## src/rtl/fetch_pkg.sv

```systemverilog
// Shared types and constants for the instruction fetch slice.
// Provides the 32-bit word type, PC step/alignment constants and the
// {pc, instr} packet handed from fetch to decode.
package fetch_pkg;

  localparam int unsigned XLEN = 32;

  typedef logic [XLEN-1:0] word_t;

  localparam word_t PC_STEP         = 32'd4;
  localparam word_t INSTR_NOP       = 32'h0000_0013;
  localparam word_t WORD_ALIGN_MASK = 32'hFFFF_FFFC;

  typedef struct packed {
    word_t pc;
    word_t instr;
  } fetch_packet_t;

endpackage

```

## src/rtl/fetch_skid_buffer.sv

```systemverilog
// One-entry holding register for a stalled fetch packet.
// Ports:
//   clk_i, rst_i   clock, asynchronous active-high reset
//   flush_i        discard any held entry (highest priority)
//   load_i/data_i  capture a packet that decode could not accept
//   drain_i        held entry is consumed this cycle
//   valid_o/data_o held entry
module fetch_skid_buffer
  import fetch_pkg::*;
#(
  parameter type T = fetch_packet_t
) (
  input  logic clk_i,
  input  logic rst_i,
  input  logic flush_i,
  input  logic load_i,
  input  T     data_i,
  input  logic drain_i,
  output logic valid_o,
  output T     data_o
);

  logic valid_q, valid_d;
  T     data_q, data_d;

  // Next entry: flush beats load, load beats drain (load only occurs when empty).
  always_comb begin
    valid_d = valid_q;
    data_d  = data_q;
    if (flush_i) begin
      valid_d = 1'b0;
    end else if (load_i) begin
      valid_d = 1'b1;
      data_d  = data_i;
    end else if (drain_i) begin
      valid_d = 1'b0;
    end
  end

  // Entry register.
  always_ff @(posedge clk_i or posedge rst_i) begin
    if (rst_i) begin
      valid_q <= 1'b0;
      data_q  <= '0;
    end else begin
      valid_q <= valid_d;
      data_q  <= data_d;
    end
  end

  assign valid_o = valid_q;
  assign data_o  = data_q;

endmodule

```

## src/rtl/instr_fetch.sv

```systemverilog
// Instruction fetch: drives the ROM address, pairs returned words with their
// PC, and streams {pc, instr} packets to decode over valid/ready. Stalls are
// absorbed by a one-entry skid buffer; redirects flush everything in flight.
// Ports:
//   clock, reset              clock, asynchronous active-high reset
//   rom_addr / rom_r_data     ROM request (word aligned) / data one cycle later
//   redirect_valid/_pc        restart fetch at a new address
//   out_valid/out_ready       packet handshake towards decode
//   out_pc/out_instr          presented packet (zero when out_valid=0)
module instr_fetch
  import fetch_pkg::*;
#(
  parameter logic [XLEN-1:0] RESET_PC = 32'h0000_0000
) (
  input  logic            clock,
  input  logic            reset,
  output logic [XLEN-1:0] rom_addr,
  input  logic [XLEN-1:0] rom_r_data,
  input  logic            redirect_valid,
  input  logic [XLEN-1:0] redirect_pc,
  output logic            out_valid,
  input  logic            out_ready,
  output logic [XLEN-1:0] out_pc,
  output logic [XLEN-1:0] out_instr
);

  word_t         pc_q, pc_d;
  word_t         infl_pc_q, infl_pc_d;
  logic          infl_valid_q, infl_valid_d;
  logic          skid_valid;
  fetch_packet_t skid_pkt;
  fetch_packet_t infl_pkt;
  fetch_packet_t out_pkt;
  logic          issue_en;
  logic          stall_capture;
  logic          skid_drain;

  // The in-flight address pairs with whatever the ROM returns this cycle.
  assign infl_pkt = '{pc: infl_pc_q, instr: rom_r_data};

  // Output select: held packet first, then the live ROM response.
  always_comb begin
    out_valid = 1'b0;
    out_pkt   = '0;
    if (!redirect_valid) begin
      if (skid_valid) begin
        out_valid = 1'b1;
        out_pkt   = skid_pkt;
      end else if (infl_valid_q) begin
        out_valid = 1'b1;
        out_pkt   = infl_pkt;
      end
    end
  end

  assign out_pc    = out_pkt.pc;
  assign out_instr = out_pkt.instr;

  // Issue only when nothing is held and the presented packet is not blocked;
  // this leaves one bubble after every drained stall.
  assign issue_en      = !skid_valid && !(out_valid && !out_ready) && !redirect_valid;
  assign stall_capture = infl_valid_q && !skid_valid && !out_ready && !redirect_valid;
  assign skid_drain    = skid_valid && out_ready;

  fetch_skid_buffer #(
    .T (fetch_packet_t)
  ) u_skid (
    .clk_i   (clock),
    .rst_i   (reset),
    .flush_i (redirect_valid),
    .load_i  (stall_capture),
    .data_i  (infl_pkt),
    .drain_i (skid_drain),
    .valid_o (skid_valid),
    .data_o  (skid_pkt)
  );

  // PC sequencing: redirect wins, otherwise advance on issue (wraps silently).
  always_comb begin
    pc_d         = pc_q;
    infl_valid_d = 1'b0;
    infl_pc_d    = infl_pc_q;
    if (redirect_valid) begin
      pc_d = redirect_pc & WORD_ALIGN_MASK;
    end else if (issue_en) begin
      infl_valid_d = 1'b1;
      infl_pc_d    = pc_q;
      pc_d         = pc_q + PC_STEP;
    end
  end

  // Fetch state registers.
  always_ff @(posedge clock or posedge reset) begin
    if (reset) begin
      pc_q         <= RESET_PC & WORD_ALIGN_MASK;
      infl_valid_q <= 1'b0;
      infl_pc_q    <= '0;
    end else begin
      pc_q         <= pc_d;
      infl_valid_q <= infl_valid_d;
      infl_pc_q    <= infl_pc_d;
    end
  end

  assign rom_addr = pc_q;

endmodule

```

## config.mk

```make
export PLATFORM = sky130hd
export DESIGN_NAME = instr_fetch
export DESIGN_NICKNAME = d
export VERILOG_FILES = /design/src/rtl/fetch_pkg.sv /design/src/rtl/fetch_skid_buffer.sv /design/src/rtl/instr_fetch.sv
export SDC_FILE = /design/constraint.sdc
export NUM_CORES = 1
export LEC_CHECK = 0
export BUFFER_PORTS_ARGS = -buffer_cell sky130_fd_sc_hd__buf_4
export CORE_AREA = 2 2 120 122
export DETAILED_ROUTE_END_ITERATION = 16
export DIE_AREA = 0 0 122 124
export GPL_ROUTABILITY_DRIVEN = 1
export PLACE_DENSITY_LB_ADDON = 0.1
export SYNTH_ARGS = -nofsm -noshare
export SYNTH_HDL_FRONTEND = slang
export SYNTH_HIERARCHICAL = 1
export SYNTH_SLANG_ARGS = --single-unit
```

## constraint.sdc

```tcl
create_clock -name clock -period 3.12 [get_ports clock]
set_clock_uncertainty 0.15 [all_clocks]
set_input_delay 0.156 -clock clock [delete_from_list [all_inputs] [get_ports clock]]
set_output_delay 0.156 -clock clock [all_outputs]
set_load 0.1 [all_outputs]
```

==> results.toml, run 1 <==
[timing]
period_minus_slack_ns = 2.790
setup_slack_ns = 0.3303
setup-violations-final = 0
holdWs_ns = 0.09932
rsz0062_at_grt = "false"
post-route-period-util_pct = 89.41
hold_viol_final = 0
slew_headroom_pct = 52.97
fin_tns_setup_ns = 0
worstMarginPinSlew_ns = 0.7016
fmax_mhz = 358.5
drv_slew = 0

[floorplan]
die-area_sq_mm = 0.01513
io_pins = 165
rows = 43
start_util_pct = 47.10
core-area_sq_mm = 0.01372
fp.dieH_um = 124
die_w_um = 122

[cts]
insertion_delay_ns = 0.41
clkTransAtPathRegs_ns = 0.05
cts_buffers = 17
clk_path_buf_depth = 2
cts_resized = 0
cts_tree = "yes"
htreeDepth = 4
cts.sink_count = 126
cts_root_buf = "clkbuf_16"

[cells_and_area]
mostFrequentLayoutCells = "170 x buf_4, 126 x dfrtp_1, 64 x dlygate4sd3_1"
drive_gt1_share_pct = 40.96
final_nets = 809
fin_util_pct = 65.30
area_growth_pct = 38.65
diodes = 0
fill_cells = 1016
final_common_cell = "buf_4"

[critical_path]
critPathBufInv = 2
cp.required_ns = 2.81
crit_chain = "nor2b_4 > buf_4 > a22o_1 > buf_4"
cpMostUsedCell = "buf_4"
crit_slowest_cell = "nor2b_4"
critPathMaxFanout = 25
worst_setup_path_start_kind = "register"
slowest_delay_ns = 0.62
cp_top_family = "buffers and inverters"
endpoint_kind = "primary output"
arrival_ns = 2.48
critPathKind = "reg2out"

[yosys]
ys_types = 50
async_flop_share_pct = 100.0
yosys.area.top_type = "dfrtp_1"
synth-seq-cells = 126
synthTopCellsByArea = "dfrtp_1 49%, mux2_4 14%, a22o_1 8.4%"
synth_edf_count = 0
synth.avg_cell_area_sq_um = 12.40
yosysTopAreaCellShare_pct = 48.80
ys.warnings.count = 6
synth-main-ff-cell = "dfrtp_1"
syn_inst = 521
yosysSeqAreaShare_pct = 48.80
syn-cell-area_sq_mm = 0.006461

[run]
cap_viol_max_count = 0

[routing]
drc_errors = 0
drt-initial-drc-count = 289
wl_per_cell_um = 17.70
drtAntennaViolNets = 0
vias = 5160
routed_wl_mm = 16.50
firstDrtPassIters = 5
vias_per_cell = 5.536

[placed_design]
finalWeightedCongestion = 0.8327
numPortBuffers = 160
place_hpwl_mm = 10.96
preCtsSetupSlack_ns = 0.7301

[global_route]
grt_pass1_wl_mm = 25.92
first_global_vias = 5146
track_usage_pct = 22.04
grt.overflow.total = 0
antenna_found_initial = 0
grt_max_degree = 63

[power_and_ir_drop]
p_total_w = 0.006107
powerDensity_mw_per_mm2 = 681.7
p_leak_nw = 4.047
power.ir.vdd_worst_mv = 0.4176

[status]
run_status = "completed"

[hold_path]
min_path_type = "in2reg"
==> timing repair <==
action                                 CTS  global route
endpoints found under the hold margin  104             0
setup buffers                            0             0
hold buffers                            64             0
==> power by group <==
group | switching [W] | internal [W] | total [W]
logic | 0.00111 | 0.000780 | 0.00189
registers | 0.000324 | 0.00205 | 0.00237
clock network | 0.000657 | 0.00119 | 0.00184
total | 0.00209 | 0.00401 | 0.00611
==> cell families (layout without fill, tap and decap cells) <==
family / after synthesis / count (layout) / synth area share, %
buffers and inverters: 47 / 275 / 4.725
adders and majority gates: 1 / 1 / 0.1936
AOI/OAI and AO/OA: 112 / 112 / 13.77
and+or+nand+nor: 132 / 132 / 11.48
xor gates and xnor gates: 7 / 7 / 0.9489
other: 1 / 4 / 0.05804
muxes: 95 / 95 / 20.02
DFF: 126 / 126 / 48.80
==> worst paths after layout <==
path / from / endpoint / slack (ns) / cells past startpoint
max: u_skid/valid_o$_DFFE_PP0P_ / out_pc[9] / 0.33 / 4
min: redirect_valid / rom_addr[8]$_DFFE_PP0P_ / 0.1 / 3
max reg2reg: rom_addr[12]$_DFFE_PP0P_ / rom_addr[27]$_DFFE_PP0P_ / 0.76 / 4
min reg2reg: u_skid/data_o[24]$_DFFE_PP0P_ / u_skid/data_o[24]$_DFFE_PP0P_ / 0.36 / 1
max in group asynchronous: reset / u_skid/data_o[0]$_DFFE_PP0P_ / 1.65 / 4
min in group asynchronous: reset / infl_pc_q[5]$_DFFE_PP0P_ / 0.17 / 3
==> Yosys cell counts, types with 2 or more instances <==
library cell / count
a31oi_1: 11
a22oi_1: 3
and2_1: 5
nand2_1: 26
a22o_1: 62
or2_2: 3
nand2b_1: 3
nor4_1: 3
mux2_4: 60
nand3_1: 17
buf_12: 7
o31ai_1: 11
mux2_2: 34
nor2_1: 18
inv_1: 7
clkbuf_1: 27
xor2_1: 2
o311ai_0: 7
nor3b_1: 4
or4_1: 10
nand4_1: 14
xnor2_1: 5
o21ai_0: 11
or3_1: 4
buf_4: 2
nor2b_1: 8
and4_1: 4
nor3_1: 5
buf_1: 2
dfrtp_1: 126
==> cell type report <==
cell class | count | area, sq um | area share [%]
clock inverter | 7 | 60.06 | 0.6704
sequential | 126 | 3153 | 35.20
timing repair buffer | 236 | 1957 | 21.84
multi-input combinational | 351 | 3032 | 33.84
inverter | 8 | 30.03 | 0.3352
tap | 180 | 225.2 | 2.514
clock buffer | 24 | 501.7 | 5.601
==> flip-flops by register name, indices dropped and copies added, names as in the netlist <==
| name | count |
|---|---|
| u_skid/valid_o | 1 |
| infl_pc_q | 30 |
| rom_addr | 30 |
| u_skid/data_o | 64 |
| infl_valid_q | 1 |
==> metal layers <==
metal | vias up | GRT usage, % | part of all wire [%]
li1 | 2411 | - | -
met5 | - | 0 | 0
met3 | 13 | 3.892 | 4.4
met2 | 167 | 34.71 | 48
met1 | 2569 | 30.71 | 47
met4 | 0 | 7.974 | 1.1
==> metrics by stage <==
step	instance area [sq um]	std cells
2_1_floorplan	6472	524
3_5_place_dp	7756	837
3_3_place_gp	7756	837
4_1_cts	8959	932
6_report	8959	932
5_1_grt	8959	932
==> tightest hold or removal path: cells and delay by family <==
family	cells	cell delay, ns
and+or+nand+nor	1	0.11
buffers and inverters	1	0.27
AOI/OAI and AO/OA	1	0.07
Power figures use the tool's default switching activity.
==> run 2: changes to the inputs <==
--- a/config.mk
+++ b/config.mk
@@ -10,6 +10,7 @@
 export DETAILED_ROUTE_END_ITERATION = 16
 export DIE_AREA = 0 0 122 124
 export GPL_ROUTABILITY_DRIVEN = 1
+export MAX_ROUTING_LAYER = met4
 export PLACE_DENSITY_LB_ADDON = 0.1
 export SYNTH_ARGS = -nofsm -noshare
 export SYNTH_HDL_FRONTEND = slang
==> constraint.sdc (replaced) <==
create_clock -name clock -period 3.12 [get_ports clock]
set_clock_uncertainty 0.15 [all_clocks]
set_input_delay 0.312 -clock clock [delete_from_list [all_inputs] [get_ports clock]]
set_output_delay 0.312 -clock clock [all_outputs]
set_load 0.1 [all_outputs]
==> run 2 against run 1 <==
Against the previous run:
- non-clock buffer count fell by 17
- critical path depth is the same
- cell area shrank 1.4%
- clock power up 6%
- register-to-register slack about the same
- core utilization down 0.91 points
==> results.toml, run 2 (synthesized netlist as in run 1, its figures left out) <==
[timing]
holdWs_ns = 0.008692
period_minus_slack_ns = 2.819
setup-violations-final = 0
hold_viol_final = 0
rsz0062_at_grt = "false"
post-route-period-util_pct = 90.36
worstMarginPinSlew_ns = 1.039
slew_headroom_pct = 30.63
fmax_mhz = 354.7
drv_slew = 0
fin_tns_setup_ns = 0

[critical_path]
r2r-start = "rom_addr[5]$_DFFE_PP0P_"
reg2reg_slack_ns = 0.76
rr_endpoint = "rom_addr[25]$_DFFE_PP0P_"
worstRegToRegCells = 4
critPathMaxFanout = 49
endpoint_kind = "primary output"
arrival_ns = 2.36
worst_setup_path_start_kind = "register"
critPathKind = "reg2out"
cp.required_ns = 2.66

[status]
run_status = "completed"

[floorplan]
fp.dieH_um = 124
rows = 43
die-area_sq_mm = 0.01513
io_pins = 165
die_w_um = 122
core-area_sq_mm = 0.01372
start_util_pct = 47.10

[power_and_ir_drop]
seq_power_share_pct = 38.2
powerDensity_mw_per_mm2 = 701.5
power.ir.vdd_worst_mv = 0.3614
netSwitchingFraction_pct = 33.98
pwr-share-clk_pct = 31.5
p_leak_nw = 3.985
power.switching_w = 0.002106
p_int_w = 0.004091
pwr-share-comb_pct = 30.3

[placed_design]
place_area_sq_mm = 0.007754
numPortBuffers = 160
finalWeightedCongestion = 0.8439
placedCellCount = 835
place_hpwl_mm = 10.47

[global_route]
grt_pass1_wl_mm = 25.91
grt_max_degree = 66
grt_most_used_layer = "met2"
grt_use_met1_pct = 31.35
antenna_found_initial = 0
first_global_vias = 5005
met2_usage_pct = 33.62
grt.overflow.total = 0
grtUsageMet3_pct = 5.220
track_usage_pct = 22.63

[routing]
vias = 5051
wl_per_cell_um = 17.80
routed_wl_mm = 16.30
firstDrtPassIters = 5
drt-initial-drc-count = 346
drc_errors = 0
vias_per_cell = 5.514
drtAntennaViolNets = 0

[run]
cap_viol_max_count = 0

[cells_and_area]
diodes = 0
drive_gt1_share_pct = 41.44
area_growth_pct = 36.72
largest_reg_flops = 64
stdcell_count = 916
mostFrequentLayoutCells = "167 x buf_4, 126 x dfrtp_1, 62 x a22o_1"
final_area_sq_mm = 0.008833
final_common_cell = "buf_4"
final_nets = 792
fin_util_pct = 64.39

[hold_path]
min_path_type = "in2async"

[cts]
cts_buffers = 17
cts_tree = "yes"
clk_path_buf_depth = 2
htreeDepth = 4
clkTransAtPathRegs_ns = 0.05
cts.sink_count = 126
cts_root_buf = "clkbuf_16"
insertion_delay_ns = 0.41
post_cts_buffers = 0
[run 2: cell count changes in the layout (fill, tap and decap cells not counted)]
cell / previous run / this run
dlygate4sd3_1: 64 / 49
buf_4: 170 / 167
clkbuf_1: 2 / 4
clkinv_2: 6 / 4
buf_12: 2 / 3
bufinv_16: 1 / 2
[run 2: final cells by class]
class / count / area, sq um
fillers: 1065 / 4886
flip-flops and latches: 126 / 3153
multi-input cells: 351 / 3032
repair buffers: 219 / 1804
clock buffers: 26 / 509.2
well taps: 180 / 225.2
clock inverters: 6 / 80.08
inverters: 8 / 30.03
[run 2: repair_timing]
action | in CTS | in global routing
hold buffers | 49 | 0
resized for setup | 0 | 0
setup endpoints to repair | 0 | 0
endpoints found under the hold margin | 49 | 0
[run 2: worst max-delay path, stage by stage, from the launching register on]
cell and delay (ns):
dfrtp_1 0.59, nor2b_4 0.53, buf_12 0.31, a22o_1 0.22
buf_4 0.30
[run 2: metrics by stage]
stage | total power [W] | setup WS [ns]
6_report | 0.006197 | 0.3007
5_1_grt | 0.006456 | 0.1890
4_1_cts | 0.006240 | 0.2819
3_5_place_dp | 0.004208 | 0.7250
3_3_place_gp | 0.004157 | 0.7394
2_1_floorplan | 0.003832 | 0.2649
[run 2: layer usage]
metal	vias to the layer above	part of all wire (%)
met3	10	5.6
li1	2378	-
met2	170	47
met5	-	0
met1	2493	47
met4	0	0.79
[run 2: worst max path at each step]
stage	from	endpoint	slack, ns	cells after the start
after floorplan	rom_addr[12]$_DFFE_PP0P_	rom_addr[28]$_DFFE_PP0P_	0.26	5
after global placement	u_skid/valid_o$_DFFE_PP0P_	out_pc[10]	0.74	4
after detailed placement	u_skid/valid_o$_DFFE_PP0P_	out_pc[10]	0.73	4
after CTS	u_skid/valid_o$_DFFE_PP0P_	out_pc[10]	0.28	4
after global routing	u_skid/valid_o$_DFFE_PP0P_	out_pc[10]	0.19	4
final	u_skid/valid_o$_DFFE_PP0P_	out_pc[10]	0.30	4
[run 2: power groups by stage]
stage,Sequential [W],Combinational (W),Clock (W)
floorplan,0.00258,0.00125,0
global placement,0.00236,0.00180,0
detailed placement,0.00238,0.00182,0
CTS,0.00236,0.00188,0.00200
global route,0.00242,0.00197,0.00206
finish,0.00237,0.00188,0.00195
==> run 3: changes to the inputs <==
--- a/config.mk
+++ b/config.mk
@@ -6,10 +6,9 @@
 export NUM_CORES = 1
 export LEC_CHECK = 0
 export BUFFER_PORTS_ARGS = -buffer_cell sky130_fd_sc_hd__buf_4
-export CORE_AREA = 2 2 120 122
+export CORE_AREA = 2 2 113 115
 export DETAILED_ROUTE_END_ITERATION = 16
-export DIE_AREA = 0 0 122 124
-export GPL_ROUTABILITY_DRIVEN = 1
+export DIE_AREA = 0 0 115 117
 export MAX_ROUTING_LAYER = met4
 export PLACE_DENSITY_LB_ADDON = 0.1
 export SYNTH_ARGS = -nofsm -noshare
==> constraint.sdc (replaced) <==
create_clock -name clock -period 3.15 [get_ports clock]
set_clock_uncertainty 0.15 [all_clocks]
set_input_delay 0.315 -clock clock [delete_from_list [all_inputs] [get_ports clock]]
set_output_delay 0.315 -clock clock [all_outputs]
set_load 0.1 [all_outputs]
==> run 3 against run 2 <==
Against the previous run:
- worst hold slack gained 0.0036 ns
- power shrank 1.8%
- sequential cell count is the same
- critical path depth is the same
- non-clock buffer count shrank 5
- cell area shrank 1.2%
- sequential power is essentially flat
- cell count shrank 3.9%
- combinational power is essentially flat
- critical path type unchanged
- critical endpoint is now out_instr[22]
- largest cell class unchanged
==> results.toml, run 3 (synthesized netlist as in run 1, its figures left out) <==
[hold_path]
hp-start = "rom_r_data[1]"
hold-path-cell-count = 2
hold_end = "u_skid/data_o[1]$_DFFE_PP0P_"
min_path_type = "in2reg"

[run]
cap_viol_max_count = 0

[cells_and_area]
fill_cells = 894
drive_gt1_share_pct = 41.51
mostFrequentLayoutCells = "167 x buf_4, 126 x dfrtp_1, 62 x a22o_1"
fin_util_pct = 70.86
area_growth_pct = 35.03
largest_reg_flops = 64
final_nets = 787
diodes = 0
final_common_cell = "buf_4"
final_area_sq_mm = 0.008725

[power_and_ir_drop]
netSwitchingFraction_pct = 33.96
p_leak_nw = 3.949
pwr-share-clk_pct = 31.1
pwr-share-comb_pct = 30.4
power.ir.vdd_worst_mv = 0.2978
p_int_w = 0.004019
seq_power_share_pct = 38.5
powerDensity_mw_per_mm2 = 697.6
power.switching_w = 0.002067

[placed_design]
preCtsSetupSlack_ns = 0.5709
numPortBuffers = 160
place_hpwl_mm = 10.05
finalWeightedCongestion = 0.8482
place_area_sq_mm = 0.007696

[routing]
drtAntennaViolNets = 0
drc_errors = 0
vias = 5018
vias_per_cell = 5.702
wl_per_cell_um = 17.81
routed_wl_mm = 15.67
drt-initial-drc-count = 339
firstDrtPassIters = 4

[timing]
rsz0062_at_grt = "false"
slew_headroom_pct = 40.67
post-route-period-util_pct = 88.14
fin_tns_setup_ns = 0
hold_viol_final = 0
setup_slack_ns = 0.3735
fmax_mhz = 360.2
setup-violations-final = 0
period_minus_slack_ns = 2.777
worstMarginPinSlew_ns = 0.8887
drv_slew = 0

[cts]
cts.hold.buffers_added = 45
cts_tree = "yes"
clkTransAtPathRegs_ns = 0.05
cts_resized = 0
post_cts_buffers = 0
cts_root_buf = "clkbuf_16"
cts.sink_count = 126
insertion_delay_ns = 0.41
cts_buffers = 17
htreeDepth = 4
clk_path_buf_depth = 2

[critical_path]
r2r-start = "u_skid/valid_o$_DFFE_PP0P_"
startpoint = "u_skid/valid_o$_DFFE_PP0P_"
critPathKind = "reg2out"
reg2reg_slack_ns = 0.46
worst_setup_path_start_kind = "register"
endpoint_kind = "primary output"
critPathMaxFanout = 62
worstRegToRegCells = 4
rr_endpoint = "rom_addr[30]$_DFFE_PP0P_"
cp.required_ns = 2.68
arrival_ns = 2.31

[global_route]
grt_pass1_wl_mm = 24.92
antenna_found_initial = 0
track_usage_pct = 24.43
first_global_vias = 4913
grt_max_degree = 66
grt.overflow.total = 0

[floorplan]
core-area_sq_mm = 0.01231
die_w_um = 115
fp.dieH_um = 117
rows = 41
start_util_pct = 52.48
die-area_sq_mm = 0.01346
io_pins = 165

[status]
run_status = "completed"
## run 3: changes by cell type in the layout (fill, tap and decap cells not counted), sizes merged
cell and change:
dlygate4sd3 -4, buf -1, clkbuf -1, clkinv -1, clkinvlp +1
## run 3: critical path: stages, from the launching register on
cell and delay (ns):
dfrtp_1 0.51, nor3b_2 0.23, buf_4 0.57, a22o_1 0.25
buf_4 0.30
## run 3: how the worst max path moves through the flow
stage	endpoint	slack [ns]	depth (start not counted)
global route	out_instr[22]	0.21	4
finish	out_instr[22]	0.37	4
floorplan	rom_addr[28]$_DFFE_PP0P_	0.29	5
CTS	out_pc[11]	0.35	4
global placement	rom_addr[20]$_DFFE_PP0P_	0.62	4
detailed placement	rom_addr[30]$_DFFE_PP0P_	0.57	4
## run 3: per-layer routing
metal / vias to the layer above / global-route usage, % / share of wire, %
met3: 25 / 4.583 / 5.8
met4: 0 / 8.996 / 2.0
met5: - / - / 0
li1: 2363 / - / -
met1: 2445 / 34.11 / 47
met2: 185 / 35.88 / 45
## run 3: layout make-up
cell class / count / area (sq um) / share of cell area, %
Inverter: 8 / 30.03 / 0.3442
Sequential cell: 126 / 3153 / 36.14
Tap cell: 150 / 187.7 / 2.151
Clock inverter: 6 / 82.58 / 0.9465
Timing Repair Buffer: 214 / 1744 / 19.99
Clock buffer: 25 / 495.5 / 5.679
Multi-Input combinational cell: 351 / 3032 / 34.75
## run 3: power by group through the flow
stage | combinational (W) | clock (W) | sequential, W
5_1_grt | 0.00194 | 0.00200 | 0.00240
2_1_floorplan | 0.00124 | 0 | 0.00256
3_5_place_dp | 0.00180 | 0 | 0.00236
3_3_place_gp | 0.00177 | 0 | 0.00233
4_1_cts | 0.00185 | 0.00192 | 0.00234
6_report | 0.00185 | 0.00189 | 0.00235
## run 3: stage by stage
stage | power [W] | hold slack [ns] | instances
6_report | 0.006086 | 0.01226 | 880
5_1_grt | 0.006341 | 0.003099 | 880
4_1_cts | 0.006114 | 0.001600 | 880
3_5_place_dp | 0.004158 | 0.3447 | 804
3_3_place_gp | 0.004103 | 0.3384 | 804
2_1_floorplan | 0.003796 | 0.2281 | 524
